## src/rtl/serial_adder_pkg.sv

```systemverilog
// Shared types and constants for the bit-serial adder controller.
package serial_adder_pkg;

   typedef enum logic [1:0] {
      ST_IDLE = 2'd0,
      ST_RUN  = 2'd1,
      ST_DONE = 2'd2
   } state_t;

   localparam int DEFAULT_WIDTH = 8;

   function automatic int cnt_w(input int width);
      return $clog2(width);
   endfunction

endpackage

```

## src/rtl/serial_adder_fa_cell.sv

```systemverilog
// Combinational 1-bit full adder; the single arithmetic cell of the serial adder.
module fa_cell (
   input  logic a,
   input  logic b,
   input  logic ci,
   output logic s,
   output logic co
);

   assign s  = a ^ b ^ ci;
   assign co = (a & b) | (ci & (a ^ b));

endmodule

```

## src/rtl/serial_adder_ctrl.sv

```systemverilog
// Bit-serial WIDTH-bit adder: one fa_cell plus a carry flop, LSB-first, one bit per clock.
// Define SERIAL_ADDER_SUB_EN to add the 'sub' port (a - b via ~b and carry-in of 1).
//
// state   | meaning
// --------+-----------------------------------------------------------
// ST_IDLE | ready for a start; last sum/cout held
// ST_RUN  | one bit per edge through fa_cell, WIDTH edges
// ST_DONE | single-cycle done pulse, result valid
module serial_adder_ctrl
   import serial_adder_pkg::*;
#(
   parameter int WIDTH = DEFAULT_WIDTH
) (
   input  logic             clk,
   input  logic             rst_n,
   input  logic             start,
   input  logic [WIDTH-1:0] a,
   input  logic [WIDTH-1:0] b,
   input  logic             cin,
`ifdef SERIAL_ADDER_SUB_EN
   input  logic             sub,
`endif
   output logic             ready,
   output logic             busy,
   output logic             done,
   output logic [WIDTH-1:0] sum,
   output logic             cout
);

   localparam int CW = cnt_w(WIDTH);
   localparam logic [CW-1:0] CNT_LAST = CW'(WIDTH - 1);

   state_t           state;
   state_t           state_nxt;
   logic [WIDTH-1:0] a_sh;
   logic [WIDTH-1:0] b_sh;
   logic             carry;
   logic [CW-1:0]    cnt;
   logic             fa_s;
   logic             fa_co;
   logic [WIDTH-1:0] b_load;
   logic             carry_load;

`ifdef SERIAL_ADDER_SUB_EN
   assign b_load     = sub ? ~b : b;
   assign carry_load = sub ? 1'b1 : cin;
`else
   assign b_load     = b;
   assign carry_load = cin;
`endif

   fa_cell u_fa (
      .a  (a_sh[0]),
      .b  (b_sh[0]),
      .ci (carry),
      .s  (fa_s),
      .co (fa_co)
   );

   always_comb begin
      state_nxt = state;
      case (state)
         ST_IDLE: if (start) state_nxt = ST_RUN;
         ST_RUN:  if (cnt == CNT_LAST) state_nxt = ST_DONE;
         ST_DONE: state_nxt = ST_IDLE;
         default: state_nxt = ST_IDLE;
      endcase
   end

   assign ready = (state == ST_IDLE);
   assign busy  = (state == ST_RUN) || (state == ST_DONE);
   assign done  = (state == ST_DONE);

   always_ff @(posedge clk) begin
      if (!rst_n) begin
         state <= ST_IDLE;
         a_sh  <= '0;
         b_sh  <= '0;
         carry <= 1'b0;
         cnt   <= '0;
         sum   <= '0;
         cout  <= 1'b0;
      end else begin
         state <= state_nxt;
         case (state)
            ST_IDLE: begin
               if (start) begin
                  a_sh  <= a;
                  b_sh  <= b_load;
                  carry <= carry_load;
                  cnt   <= '0;
                  sum   <= '0;
                  cout  <= 1'b0;
               end
            end
            ST_RUN: begin
               // sum fills from the top so bit 0 lands in sum[0] after WIDTH shifts
               sum   <= {fa_s, sum[WIDTH-1:1]};
               a_sh  <= a_sh >> 1;
               b_sh  <= b_sh >> 1;
               carry <= fa_co;
               cnt   <= cnt + 1'b1;
               if (cnt == CNT_LAST) cout <= fa_co;
            end
            default: ;
         endcase
      end
   end

endmodule

```

## config.mk

```make
export PLATFORM = sky130hd
export DESIGN_NAME = serial_adder_ctrl
export DESIGN_NICKNAME = d
export VERILOG_FILES = /design/src/rtl/serial_adder_pkg.sv /design/src/rtl/serial_adder_fa_cell.sv /design/src/rtl/serial_adder_ctrl.sv
export SDC_FILE = /design/constraint.sdc
export NUM_CORES = 1
export LEC_CHECK = 0
export BUFFER_PORTS_ARGS = -buffer_cell sky130_fd_sc_hd__clkbuf_2
export CAP_MARGIN = 10
export CORE_ASPECT_RATIO = 0.9
export CORE_MARGIN = 2
export CORE_UTILIZATION = 47
export CTS_BUF_LIST = sky130_fd_sc_hd__clkbuf_8
export DETAILED_ROUTE_END_ITERATION = 7
export PLACE_DENSITY = 0.79
export SYNTH_ARGS = -nofsm -noshare
export SYNTH_HDL_FRONTEND = slang
export SYNTH_HIERARCHICAL = 1
export SYNTH_SLANG_ARGS = --single-unit
```

## constraint.sdc

```tcl
create_clock -name clk -period 4.6 [get_ports clk]
set_input_delay 0.46 -clock clk [delete_from_list [all_inputs] [get_ports clk]]
set_output_delay 0.46 -clock clk [all_outputs]
set_load 0.03 [all_outputs]
```

==> key figures, run 1 <==
Detailed routing
  • Avg WL per Cell: between 10 and 15 um
  • First-pass DRT Iterations: 6
  • Vias per cell: between 5 and 6
  • DR top layer: met4
  • Met2 WL: 1350 um
  • Met3 WL: 129 um
  • Antenna Nets Post-Route: 0
  • Initial drt markers: 38
  • Final WL: between 2000 and 3000 um
  • Wl on met1: about 1200 um
  • Via count: ~1100
  • DR DRC count: 0

Layout
  • Fillers: between 200 and 300
  • Area grow syn2layout: 14.2%
  • Final #Nets: between 150 and 200
  • Multi-input logic area: between 700 and 800 um2
  • Sequential cell area: around 620 um2
  • Layout cell share with drive strength beyond 1: between 20% and 30%
  • ANT cells: 0

Die
  • Die area: roughly 3700 um2
  • IO Count: 32
  • Initial Util: 49.4%
  • Die Width: 63.6 um
  • Core Box Area: between 3000 and 4000 um2
  • Chip height: between 50 and 60 um
  • Rows: 19

Clock network
  • Clock sink count: 31
  • Skew-Pair Late Insertion Delay: approximately 280 ps
  • Worst-path clk slew: 60 ps
  • CTS H-tree depth: 2
  • Post-CTS resize count: 0
  • CTS tree: built
  • Clock Root Buffer: clkbuf_8
  • # hold bufs at CTS: 0
  • Post-CTS setup buffers: 0
  • CTS Buf Count: 5
  • Maximum root-to-sink buffer count: 2

STA
  • Worst-margin pin slew: roughly 910 ps
  • Endpoints failing hold: 0
  • Final Critical Period: roughly 2100 ps
  • Relative slew slack: 39.3%
  • TNS Setup: 0 ps
  • Clock skew: roughly 2.8 ps
  • Final period util: a little under half
  • Unrepaired setup endpoints after global routing: false
  • Slew Limit Fails: 0
  • Final Setup Violations: 0
  • Achievable Freq: 0.471 GHz

Worst setup path
  • FF-to-FF End: b_sh[0]
  • Beginning of the critical path: state[1]
  • Worst setup path endpoint: b_sh[0]
  • R2R depth: 6
  • Crit path kind: flop to flop
  • Crit Path Max Fanout: 22
  • Reg-to-reg startpoint: state[1]
  • WP data required: around 4800 ps
  • Data arrival time of the critical path: between 2000 and 2500 ps
  • Reg2Reg Setup Slack: between 2000 and 2500 ps
  • Critical Path Start Type: flop
  • Critical path endpoint category: flop

Logic synthesis
  • EDFF count, synth: 0
  • Yosys cell types: 24
  • Sequential area share after synthesis: between 40% and 50%
  • Syn_nets: 170
  • Mean post-synth cell area: between 10 and 15 um2
  • Primary FF master, synth: dfxtp_1
  • Cell area after synthesis: roughly 1500 um2
  • Async set-reset flop share out of synthesis: 0%
  • Register bit total from synthesis: 31
  • Ys Warns: 6
  • Synth Instances: ~140

Placed design
  • Placed wire-length estimate: 1990 um
  • Port buffer count: 31
  • Routability Congestion: around 0.70

Global route
  • GRT Resource Usage Total: 16.4%
  • First-pass GRT wire length: 4570 um
  • Initial antenna violation count: 0
  • Aggregate global routing overflow: 0
  • Vias in the first global route: 1055
  • Largest net degree at the start of global routing: 34

Power
  • Overall power: between 0.001 and 0.0015 W
  • P_leak: about 0.84 nW
  • Clock power share: roughly a fifth
  • Int Pwr: between 0.0006 and 0.0007 W
  • P_sw: 0.000397 W
  • Power density cells: 603 nW/um2
  • Worst VDD drop: 0.000281 V
  • Net Sw Frac: 38.4%
  • Comb pwr share: ~43%
  • Sequential share of power: 36.9%

Outcome
  • Outcome: finished clean

Hold path
  • Type of the most critical hold path: input port to flop

Job
  • Maxcap violations: 0
==> flip-flops by register name, summed over array words and instances (netlist names) <==
register / cells
state: 2
a_sh: 8
cout: 1
sum: 8
cnt: 3
carry: 1
b_sh: 8
==> how the worst min path moves through the flow <==
stage | start | endpoint | slack, ps | cells past startpoint
2_1_floorplan | a_sh[7] | a_sh[7] | 430 | 2
3_3_place_gp | a_sh[7] | a_sh[7] | 440 | 2
3_5_place_dp | b_sh[7] | b_sh[7] | 460 | 2
4_1_cts | b[7] | b_sh[7] | 440 | 3
5_1_grt | a[7] | a_sh[7] | 460 | 3
6_report | b[7] | b_sh[7] | 440 | 3
==> power groups by stage <==
stage	Clock [W]	Combinational, W	Sequential (W)
4_1_cts	0.000215	0.000452	0.000383
5_1_grt	0.000226	0.000494	0.000390
2_1_floorplan	0	0.000414	0.000382
3_3_place_gp	0	0.000429	0.000384
6_report	0.000206	0.000447	0.000382
3_5_place_dp	0	0.000449	0.000388
==> area by class of cell <==
class	count	share of cell area, %
tap	42	3.06
timing repair buffer	32	9.47
multi-input combinational	97	45.8
sequential	31	36.1
clock inverter	1	0.291
inverter	2	0.437
clock buffer	6	4.81
==> synthesized netlist by cell type (all sizes together) (2+ instances only) <==
cell     n  area share, %
a21boi   6            3.2
a32oi   10            5.8
buf      8            4.9
clkbuf   4            1.0
dfxtp   31             41
ha       7            5.8
inv      2           0.50
mux2i   16             11
nand2   18            4.5
nand2b   2           0.83
nand3    2           0.67
nand3b   3            1.5
nor2b   11            4.6
o211a   15             10
o21ai    3            1.2
==> layer usage <==
| layer | up-vias | track usage [%] |
|---|---|---|
| li1 | 565 | - |
| met1 | 535 | 19.1 |
| met2 | 21 | 27.2 |
| met3 | 4 | 6.21 |
| met4 | 0 | 7.45 |
| met5 | - | 0 |
==> critical path, stage by stage (launching register included) <==
cell     delay (ps)
dfxtp_1         320
inv_1           130
ha_1            780
buf_4           360
mux2i_1         220
nand2_1          70
o211a_1         130
==> cell usage in the layout (no fill, tap or decap) <==
cell	instances
a21boi_1	5
fa_1	1
a21boi_2	1
o21ai_2	1
clkbuf_8	6
nand4_1	1
a32oi_1	10
dfxtp_1	31
nand2_1	18
o211a_1	15
nand3b_1	3
mux2i_2	1
and2b_1	1
buf_4	1
nand2b_1	2
inv_1	2
mux2i_1	15
ha_1	7
nor2b_1	11
nand3_1	2
mux2_4	1
clkbuf_2	31
clkinv_2	1
o21ai_1	2
==> per-stage QoR <==
| step | setup WS [ps] | hold WS, ps | util (%) | cells | area [um2] |
|---|---|---|---|---|---|
| after floorplan | 2940 | 430 | - | 142 | 1500 |
| after global placement | 2600 | 441 | 53.6 | 204 | 1630 |
| final | 2480 | 438 | 56.5 | 211 | 1720 |
| after CTS | 2490 | 437 | 56.5 | 211 | 1720 |
| after detailed placement | 2490 | 462 | 53.6 | 204 | 1630 |
| after global routing | 2290 | 458 | 56.5 | 211 | 1720 |
==> kinds of logic after synthesis <==
kind of cell / Yosys count / share of synthesized area (%)
fa+ha+maj: 8 / 7.15
flops: 31 / 41.3
compound gates: 34 / 20.3
simple gates: 38 / 13.0
mux: 17 / 11.9
buf+inv: 14 / 6.41
(Power assumes the default switching activity.)
==> inputs of run 2 (changes only) <==
- clock period: 4.6 -> 2.09 ns (I/O delays scaled with it)
==> key figures, run 2 (synthesis results as in run 1) <==
Global route
  • Vias in the first global route: around 1200
  • First-pass GRT wire length: between 5000 and 6000 um
  • GRT Resource Usage Total: between 10% and 20%
  • Largest net degree at the start of global routing: 34
  • Aggregate global routing overflow: 0
  • Initial antenna violation count: 0

Worst setup path
  • Max stage delay on crit path: roughly 460 ps
  • Beginning of the critical path: state[0]
  • Critical path endpoint category: flop
  • Crit path kind: flop to flop
  • WP data required: about 2300 ps
  • Reg-to-reg startpoint: state[0]
  • Data arrival time of the critical path: about 1800 ps
  • Worst path cell trace: inv_1, ha_1, mux2_4, o211a_1
  • Critical Path Start Type: flop
  • Worst path slowest cell: mux2_4
  • Crit Path Max Fanout: 33

Layout
  • Top Registers: a_sh (8), b_sh (8), sum (8)
  • Fillers: 303
  • Final #Nets: ~200
  • Most frequent cells in the layout: dfxtp_1 (31), clkbuf_2 (31), nand2_1 (18)
  • ANT cells: 0
  • Layout cell share with drive strength beyond 1: a little over a quarter
  • Area grow syn2layout: 18.1%
  • Fin area: approximately 1800 um2

Clock network
  • Post-CTS setup buffers: 0
  • Skew-Pair Late Insertion Delay: just under 300 ps
  • # hold bufs at CTS: 0
  • Clock sink count: 31
  • Worst-path clk slew: about 70 ps
  • CTS tree: built
  • CTS Buf Count: 5
  • CTS H-tree depth: 2
  • Post-CTS resize count: 0
  • Clock Root Buffer: clkbuf_8
  • Maximum root-to-sink buffer count: 2

STA
  • Unrepaired setup endpoints after global routing: false
  • TNS Setup: 0 ps
  • Relative slew slack: 64.5%
  • Clock skew: between 4 and 5 ps
  • Final period util: ~77%
  • Slew Limit Fails: 0
  • Worst-margin pin slew: 532 ps
  • Final Critical Period: between 1500 and 2000 ps
  • Endpoints failing hold: 0
  • Final Setup Violations: 0
  • Achievable Freq: 0.624 GHz

Power
  • Comb pwr share: around two fifths
  • Net Sw Frac: a little under two fifths
  • Sequential share of power: between 30% and 40%
  • Power density cells: about 1400 nW/um2
  • P_sw: between 0.0009 and 0.001 W
  • P_leak: about 0.86 nW
  • Int Pwr: 0.00157 W
  • Clock power share: ~25%
  • Worst VDD drop: roughly 0.00065 V

Die
  • Die area: around 3700 um2
  • Initial Util: 49.4%
  • Rows: 19
  • Core Box Area: 3040 um2
  • Die Width: 63.6 um
  • IO Count: 32
  • Chip height: around 58 um

Hold path
  • Type of the most critical hold path: input port to flop
  • Hold_sp: a[7]

Placed design
  • Placed wire-length estimate: between 1500 and 2000 um
  • Port buffer count: 31
  • Placed Area: roughly 1700 um2
  • Routability Congestion: between 0.7 and 0.8

Detailed routing
  • Via count: roughly 1200
  • DR DRC count: 0
  • Avg WL per Cell: around 13 um
  • Vias per cell: between 5 and 6
  • Antenna Nets Post-Route: 0
  • Final WL: about 2900 um
  • Initial drt markers: 42
  • First-pass DRT Iterations: 4

Job
  • Maxcap violations: 0

Outcome
  • Outcome: finished clean
-- run 2: cell types whose count changed in the layout (fill, tap and decap cells not counted), sizes merged --
cell,before,now
buf,1,3
bufinv,0,1
-- run 2: through the flow --
stage	hold WS, ps	cells	utilization [%]	power [W]	worst slack [ps]
floorplan	362	142	-	0.00175	430
global placement	442	206	54.5	0.00185	576
detailed placement	458	206	54.5	0.00190	479
CTS	177	214	58.3	0.00252	468
global route	190	214	58.3	0.00267	367
finish	178	214	58.3	0.00249	487
-- run 2: layer usage --
layer  vias to the layer above  global-route usage, %  share of wire [%]
li1                        574                      -                  -
met5                         -                      0                  0
met3                         7                   6.02                5.2
met1                       551                   20.5                 43
met4                         0                   6.52                1.6
met2                        27                   30.5                 50
-- run 2: final timing paths --
path	cells after the start	slack, ps	endpoint
setup / recovery	4	490	a_sh[4]
setup reg to reg	4	490	a_sh[4]
hold / removal	3	180	a_sh[7]
hold reg to reg	2	470	a_sh[7]
-- run 2: worst max-delay path: cells and delay by family (launching register included) --
| family | cells | cell delay, ps |
|---|---|---|
| muxes | 1 | 460 |
| DFF | 1 | 380 |
| adders and majority gates | 1 | 290 |
| AOI/OAI and AO/OA | 1 | 260 |
| buffers and inverters | 1 | 100 |
-- run 2: layout make-up --
class	count	area (um2)	area share [%]
inverters	2	7.51	0.423
well taps	42	52.6	2.96
clock buffers	6	82.6	4.65
multi-input cells	97	787	44.3
clock inverters	2	35.0	1.97
repair buffers	34	190	10.7
flip-flops and latches	31	621	35.0
-- run 2: power groups by stage --
stage,registers [W],logic [W],clock network [W]
floorplan,0.000841,0.000911,0
global placement,0.000845,0.00100,0
detailed placement,0.000859,0.00104,0
CTS,0.000847,0.00104,0.000625
global route,0.000864,0.00115,0.000653
finish,0.000844,0.00103,0.000615
==> inputs of run 3 (changes only) <==
- ABC_AREA: not set -> 1
- clock period: 2.09 -> 1.5 ns (I/O delays scaled with it)
==> key figures, run 3 <==
Detailed routing
  • First-pass DRT Iterations: 4
  • Avg WL per Cell: 10.1 um
  • Initial drt markers: 44
  • DR DRC count: 0
  • Via count: ~1400
  • Final WL: around 2900 um
  • Vias per cell: approximately 4.7
  • Antenna Nets Post-Route: 0

Placed design
  • Placed cells: 277
  • Placed Area: 1680 um2
  • Placed wire-length estimate: 1970 um
  • Routability Congestion: roughly 0.74
  • Port buffer count: 31

Global route
  • Vias in the first global route: around 1200
  • Largest net degree at the start of global routing: 24
  • GRT Resource Usage Total: approximately 17%
  • First-pass GRT wire length: roughly 4900 um
  • Aggregate global routing overflow: 0
  • Initial antenna violation count: 0

Clock network
  • Maximum root-to-sink buffer count: 2
  • CTS Buf Count: 5
  • # hold bufs at CTS: 0
  • Clock sink count: 31
  • Clock Root Buffer: clkbuf_8
  • Worst-path clk slew: approximately 60 ps
  • CTS H-tree depth: 2
  • CTS tree: built
  • Skew-Pair Late Insertion Delay: 290 ps

STA
  • Worst-margin pin slew: approximately 270 ps
  • Clock skew: about 7 ps
  • Min Hold Slack: ~160 ps
  • Relative slew slack: 81.6%
  • Achievable Freq: roughly 0.71 GHz
  • TNS Setup: 0 ps
  • Slew Limit Fails: 0
  • Endpoints failing hold: 0
  • Final period util: 93.5%
  • Final Critical Period: roughly 1400 ps
  • Final Setup Violations: 0

Job
  • Maxcap violations: 0

Logic synthesis
  • Mean post-synth cell area: between 7 and 8 um2
  • Primary FF master, synth: dfxtp_1
  • Yosys cell types: 17
  • Async set-reset flop share out of synthesis: 0%
  • Most frequent cell after synthesis: nor2_1
  • Syn_nets: 238
  • Synth cell count leaders: nor2_1 (40), dfxtp_1 (31), o21ai_0 (26), nand2_1 (24), inv_1 (23)
  • Ys Warns: 6
  • Cell area after synthesis: 1520 um2
  • Register bit total from synthesis: 31
  • Cell taking the most area after synthesis: dfxtp_1
  • Sequential area share after synthesis: 40.9%
  • Synth Instances: between 200 and 250
  • Top-area cell type share of the netlist area: 40.9%
  • Cells taking the most area after synthesis: dfxtp_1 (41%), nor2_1 (9.9%), o21ai_0 (8.6%), nand3_1 (6.9%), nand2_1 (5.9%)
  • EDFF count, synth: 0

Worst setup path
  • R2R depth: 8
  • Worst path slowest cell: dfxtp_1
  • WP data required: between 1000 and 1500 ps
  • Crit path kind: flop to primary output
  • Critical Path Start Type: flop
  • Worst path cell trace: inv_1, ha_2, clkbuf_2
  • Reg2Reg Setup Slack: 140 ps
  • Data arrival time of the critical path: 1250 ps
  • Crit Path Max Fanout: 4
  • Critical path endpoint category: primary output
  • Max stage delay on crit path: about 350 ps

Die
  • Die area: between 3000 and 4000 um2
  • Core Box Area: between 3000 and 4000 um2
  • Initial Util: between 40% and 50%
  • IO Count: 32
  • Die Width: between 60 and 70 um
  • Chip height: about 58 um
  • Rows: 19

Layout
  • Layout cell share with drive strength beyond 1: about 22%
  • Fin area: about 1800 um2
  • Fillers: 290
  • Top Registers: a_sh (8), b_sh (8), sum (8)
  • Area grow syn2layout: 19.9%
  • ANT cells: 0
  • Commonest non-fill, non-tap cell in the layout: nor2_1
  • Most frequent cells in the layout: nor2_1 (40), clkbuf_2 (31), dfxtp_1 (30)
  • Final non-filler cell total: 285
  • Final #Nets: 270

Power
  • Clock power share: a little under a quarter
  • Comb pwr share: 42.0%
  • P_sw: about 0.0015 W
  • Worst VDD drop: around 0.0013 V
  • Net Sw Frac: 40.4%
  • Int Pwr: around 0.0021 W
  • Sequential share of power: between 30% and 40%
  • P_leak: between 0.8 and 0.9 nW
  • Power density cells: approximately 2000 nW/um2

Hold path
  • Type of the most critical hold path: input port to flop
  • Worst Hold Depth: 5

Outcome
  • Outcome: finished clean
## run 3: cell count changes in the layout (fill, tap and decap cells not counted), sizes merged, moves of 4 or more
cell and change:
a21boi -6, a21oi +12, a32oi -10, buf +4, inv +22, mux2i -16
nand2 +8, nand3 +19, nor2 +40, nor2b -11, o211a -15, o21ai +31
## run 3: worst paths after layout
path                  from  endpoint
hold reg to reg     sum[0]    sum[0]
hold / removal        b[7]   b_sh[7]
setup / recovery  state[1]      busy
setup reg to reg  state[1]   b_sh[0]
## run 3: power by group through the flow
stage / logic, W / registers [W] / clock network [W]
2_1_floorplan: 0.00125 / 0.00127 / 0
3_3_place_gp: 0.00145 / 0.00125 / 0
3_5_place_dp: 0.00146 / 0.00126 / 0
4_1_cts: 0.00146 / 0.00125 / 0.000851
5_1_grt: 0.00173 / 0.00128 / 0.000885
6_report: 0.00151 / 0.00125 / 0.000841
## run 3: stage by stage
stage	worst slack (ps)	util [%]	power, W
2_1_floorplan	23.5	-	0.00252
3_3_place_gp	87.1	54.9	0.00270
3_5_place_dp	31.9	54.9	0.00272
4_1_cts	23.4	58.7	0.00356
5_1_grt	-14.0	59.4	0.00390
6_report	97.9	59.4	0.00361
## run 3: repair_timing
action,CTS,global route
setup endpoints to repair,0,23
gates resized for setup,0,6
buffers inserted,0,0
## run 3: worst max-delay path, delay by kind of cell (launching register included)
kind / cells / cell delay [ps]
flops: 1 / 350
buf+inv: 2 / 290
fa+ha+maj: 1 / 330
## run 3: cell families (layout without fill, tap and decap cells)
group           count (synthesis)  in the layout  share of synthesized area [%]
simple gates                   87             87                           24.2
compound gates                 46             46                           15.2
buf+inv                        38             71                           12.7
flops                          31             31                           40.9
fa+ha+maj                       8              8                           7.08
## run 3: cell type report
class                      count  area, um2  share of cell area, %
clock inverter                 2       35.0                   1.92
tap                           42       52.6                   2.89
multi-input combinational    141        724                   39.8
inverter                      25       96.3                   5.29
timing repair buffer          38        208                   11.4
clock buffer                   6       82.6                   4.54
sequential                    31        622                   34.2
## run 3: metal layers
layer  GRT usage, %  wire [um]
met5              0          0
met3           6.60        144
met4           7.45         55
met2           26.9       1300
met1           21.4       1370
